## config.mk

```make
export PLATFORM = sky130hd
export DESIGN_NAME = spi_flash_master
export DESIGN_NICKNAME = d
export VERILOG_FILES = /design/src/rtl/spi_flash_master.sv
export SDC_FILE = /design/constraint.sdc
export NUM_CORES = 1
export LEC_CHECK = 0
export CORE_ASPECT_RATIO = 0.6
export CORE_MARGIN = 2
export CORE_UTILIZATION = 54
export DETAILED_ROUTE_END_ITERATION = 10
export GPL_TIMING_DRIVEN = 1
export PLACE_DENSITY = 0.84
export SLEW_MARGIN = 15
export SYNTH_ARGS = -nofsm -noshare
export SYNTH_HDL_FRONTEND = slang
export SYNTH_SLANG_ARGS = --single-unit
```

## constraint.sdc

```tcl
create_clock -name clk -period 3.7 [get_ports clk]
set_clock_uncertainty 0.15 [all_clocks]
set_input_delay 0.37 -clock clk [delete_from_list [all_inputs] [get_ports clk]]
set_output_delay 0.37 -clock clk [all_outputs]
set_load 0.01 [all_outputs]
```

## src/rtl/spi_flash_master.sv

```systemverilog
// Byte-wide SPI master (mode 0, MSB first) for the configuration flash.
// One write to the data port shifts a byte out on MOSI while the reply is shifted in from MISO.
module spi_flash_master #(
  parameter int DIV = 4
) (
  input  logic        clk,
  input  logic        resetq,
  input  logic        wr_data,
  input  logic        wr_ctrl,
  input  logic        rd_data,
  input  logic [15:0] wdata,
  output logic [7:0]  rx_data,
  output logic [2:0]  status,
  output logic        spi_sck,
  output logic        spi_mosi,
  input  logic        spi_miso,
  output logic        spi_cs
);

  localparam logic [7:0] HALF_LAST = 8'(DIV - 1);

  typedef enum logic [1:0] {
    IDLE,
    LOW,
    HIGH
  } state_e;

  state_e      state_q, state_d;
  logic [7:0]  shift_q, shift_d;
  logic [2:0]  bit_q, bit_d;
  logic [7:0]  half_q, half_d;
  logic [7:0]  rx_q, rx_d;
  logic        sck_q, sck_d;
  logic        mosi_q, mosi_d;
  logic        cs_q, cs_d;
  logic        done_q, done_d;
  logic        ovr_q, ovr_d;
  logic        miso_q;
  logic        busy;
  logic        half_end;
  logic        xfer_done;

  // Upper write-data byte only matters to other IO ports.
  logic unused_wdata;
  assign unused_wdata = ^wdata[15:8];

  assign busy     = (state_q != IDLE);
  assign half_end = (half_q == HALF_LAST);

  always_comb begin
    // NOTE: every next-state value defaults to its register so no path leaves one unassigned (no latch).
    state_d   = state_q;
    shift_d   = shift_q;
    bit_d     = bit_q;
    half_d    = half_q;
    rx_d      = rx_q;
    sck_d     = sck_q;
    mosi_d    = mosi_q;
    cs_d      = cs_q;
    done_d    = done_q;
    ovr_d     = ovr_q;
    xfer_done = 1'b0;

    unique case (state_q)
      IDLE: begin
        if (wr_data) begin
          shift_d = wdata[7:0];
          bit_d   = 3'd0;
          half_d  = 8'd0;
          mosi_d  = wdata[7];
          state_d = LOW;
        end
      end
      LOW: begin
        if (half_end) begin
          half_d  = 8'd0;
          sck_d   = 1'b1;
          state_d = HIGH;
        end else begin
          half_d = half_q + 8'd1;
        end
      end
      HIGH: begin
        if (half_end) begin
          // Sample and shift together as SCK falls; MOSI takes the new MSB.
          half_d  = 8'd0;
          sck_d   = 1'b0;
          shift_d = {shift_q[6:0], miso_q};
          mosi_d  = shift_q[6];
          bit_d   = bit_q + 3'd1;
          if (bit_q == 3'd7) begin
            rx_d      = {shift_q[6:0], miso_q};
            xfer_done = 1'b1;
            state_d   = IDLE;
          end else begin
            state_d = LOW;
          end
        end else begin
          half_d = half_q + 8'd1;
        end
      end
      default: state_d = IDLE;
    endcase

    // Data write has priority; a ctrl write in the same cycle is dropped.
    if (wr_data) begin
      if (busy) ovr_d = 1'b1;
    end else if (wr_ctrl) begin
      if (wdata[1]) ovr_d = 1'b0;
      if (!busy)    cs_d  = wdata[0];
    end

    if (xfer_done)    done_d = 1'b1;
    else if (rd_data) done_d = 1'b0;
  end

  always_ff @(posedge clk or negedge resetq) begin
    if (!resetq) begin
      state_q <= IDLE;
      shift_q <= 8'h00;
      bit_q   <= 3'd0;
      half_q  <= 8'd0;
      rx_q    <= 8'h00;
      sck_q   <= 1'b0;
      mosi_q  <= 1'b0;
      cs_q    <= 1'b1;
      done_q  <= 1'b0;
      ovr_q   <= 1'b0;
      miso_q  <= 1'b0;
    end else begin
      // NOTE: non-blocking assignments so every flop samples pre-edge values.
      state_q <= state_d;
      shift_q <= shift_d;
      bit_q   <= bit_d;
      half_q  <= half_d;
      rx_q    <= rx_d;
      sck_q   <= sck_d;
      mosi_q  <= mosi_d;
      cs_q    <= cs_d;
      done_q  <= done_d;
      ovr_q   <= ovr_d;
      miso_q  <= spi_miso;
    end
  end

  assign rx_data  = rx_q;
  assign status   = {ovr_q, done_q, busy};
  assign spi_sck  = sck_q;
  assign spi_mosi = mosi_q;
  assign spi_cs   = cs_q;

endmodule

```

==> results.yml <==
run_status:
  status: "completed"
critical_path:
  path_class: "flop to flop"
  cp-start-kind: "flop"
  reg2reg_from: "half_q[4]$_DFFE_PN0P_"
  worstPathRequired_ps: 3710
  reg2regPathDepth: 4
  cp-end-kind: "flop"
  timing.rr.end: "rx_data[3]$_DFFE_PN0P_"
  reg2reg_setup_slack_ps: 1160
  cp.arrival_ps: 2540
  path_max_fanout: 16
grt:
  antenna_found_initial: 0
  track_usage: 0.218
  grt_pass1_vias: 1221
  gr-total-overflow: 0
  grt_max_degree: 35
  grt_pass1_wl_um: 5820
timing:
  fin_setup_tns_ps: 0
  min_period_over_period: 0.686
  slew_headroom: 0.632
  worst_pin_slew_ps: 552
  slew_violations: 0
  min_period_ps: 2540
  setup_slack_ps: 1160
  setup_viol: 0
  fmax_mhz: 394
  hold_viol_final: 0
  rsz0062_at_grt: "no"
floorplan:
  die_x_um: 76.0
  rows: 15
  core-area_um2: 2910
  die_h_um: 47.2
  pin_count: 36
  die-area_um2: 3590
  initial_core_util: 0.578
route:
  viasPerCell: 5.66
  wirelength_um: 3530
  route.detailed.drc: 0
  drt_pass1_iterations: 4
  via_count: 1280
  antenna_left: 0
  drt_iter0_markers: 90
  wl_per_cell_um: 15.6
cells_and_area:
  area_growth_pct: 21.8
  n_antenna_cell: 0
  nets: 213
  fill_cells: 223
  multi_input_area_um2: 752
  drive_above_1_share: 0.0815
  regArea_um2: 852
  postLayoutCellArea_um2: 2050
placed_design:
  placed_area_um2: 1960
  place_hpwl_um: 2550
  post-place-ws_ps: 1190
  gp_congestion: 0.806
  io_buffer_count: 27
hold_path:
  holdCritPathClass: "flop to flop"
  hold_start: "done_q$_DFFE_PN0P_"
  worstHoldEndpoint: "done_q$_DFFE_PN0P_"
  whs_path_depth: 1
synth:
  yosysSeqAreaShare: 0.507
  synth.distinct_cells: 33
  synth.most_common_cell: "dfrtp_1"
  synth_edf_count: 0
  synth_nets: 188
  synth_common_cells: "dfrtp_1, o22ai_1, a21oi_1, nand2_1"
  yosysWarnings: 0
  netlist.area_leader.share: 0.491
  yosysTopAreaCell: "dfrtp_1"
  synth_top_flop_cell: "dfrtp_1"
  avgSynthCellArea_um2: 10.6
  syn_area_um2: 1680
  ys_ff_latch: 34
  syn_inst: 158
  synthArstFlopShare: 1.00
  synthTopCellsByArea: "dfrtp_1, ha_1, o22ai_1"
clock_network:
  clk_pin_slew_ps: 60
  clk_latency_ps: 280
  cts_made_buffers: 5
  clk_root_buffer_cell: "clkbuf_8"
  postCtsSetupRepairBufs: 0
  ctsResizeCount: 0
  cts_buffer_depth: 2
  cts.sinks: 34
  cts_htree_levels: 2
  cts_hold_buf: 0
  tritoncts: "built"
job:
  cap_viol_max_count: 0
power:
  powerDensity_nw_per_um2: 660
  vdd_drop_max_mv: 0.424
  p_leak_nw: 0.912
  p_total_mw: 1.35
==> layout by cell type (no fill, tap or decap), types with 3 or more instances in the layout <==
master	count
inv_1	4
nor2_1	9
dfrtp_1	33
clkbuf_8	6
ha_1	8
xnor2_1	5
nand3_1	9
nand4_1	4
mux2_1	8
mux2_2	3
o21ai_0	6
clkdlybuf4s50_1	27
o22ai_1	16
a21oi_1	11
nand2_1	10
==> metal layers <==
| metal | vias up | part of all wire | global-route usage |
|---|---|---|---|
| li1 | 619 | - | - |
| met1 | 625 | 0.50 | 0.295 |
| met2 | 32 | 0.44 | 0.348 |
| met3 | 4 | 0.048 | 0.0596 |
| met4 | 0 | 0.0082 | 0.0873 |
| met5 | - | 0 | 0 |
==> flip-flops by register name, indices dropped and copies added, names as in the netlist <==
register / flops
ovr_q: 1
shift_q: 7
rx_data: 8
miso_q: 1
half_q: 8
done_q: 1
spi_mosi: 1
bit_q: 3
state_q: 2
spi_sck: 1
spi_cs: 1
==> report_power, final <==
group / internal [mW] / switching, mW
Sequential: 0.462 / 0.0833
Combinational: 0.241 / 0.292
Clock: 0.150 / 0.123
==> worst max-delay path by stage <==
| stage | start | endpoint | slack, ps | cells past startpoint |
|---|---|---|---|---|
| floorplan | half_q[4]$_DFFE_PN0P_ | rx_data[0]$_DFFE_PN0P_ | 1790 | 6 |
| detailed placement | half_q[4]$_DFFE_PN0P_ | rx_data[3]$_DFFE_PN0P_ | 1190 | 4 |
| CTS | half_q[4]$_DFFE_PN0P_ | rx_data[3]$_DFFE_PN0P_ | 1190 | 4 |
| finish | half_q[4]$_DFFE_PN0P_ | rx_data[3]$_DFFE_PN0P_ | 1160 | 4 |
| global route | half_q[4]$_DFFE_PN0P_ | rx_data[3]$_DFFE_PN0P_ | 1040 | 4 |
| global placement | half_q[4]$_DFFE_PN0P_ | rx_data[3]$_DFFE_PN0P_ | 1280 | 4 |
==> metrics by stage <==
| step | cells | hold WS, ps | utilization |
|---|---|---|---|
| 2_1_floorplan | 158 | -75.6 | - |
| 5_1_grt | 226 | 357 | 0.704 |
| 3_5_place_dp | 218 | 320 | 0.673 |
| 3_3_place_gp | 218 | 311 | 0.673 |
| 6_report | 226 | 332 | 0.704 |
| 4_1_cts | 226 | 335 | 0.704 |
==> critical path, stage by stage, from the launching register on <==
cell	delay, ps
dfrtp_1	450
nor4_4	330
and3_1	560
and3_1	540
mux2_1	380
==> kinds of logic after synthesis <==
kind of cell,after synthesis,share of synthesized area
simple gates,45,0.141
compound gates,38,0.135
flops,34,0.507
buf+inv,15,0.0461
mux,13,0.0856
fa+ha+maj,8,0.0595
xor+xnor,5,0.0260
==> cell type report <==
class	instances	share of cell area
clock buffer	7	0.0422
clock inverter	1	0.00244
inverter	4	0.00733
multi-input combinational	109	0.367
sequential	34	0.416
tap	42	0.0257
timing repair buffer	29	0.139
(Power assumes the default switching activity.)
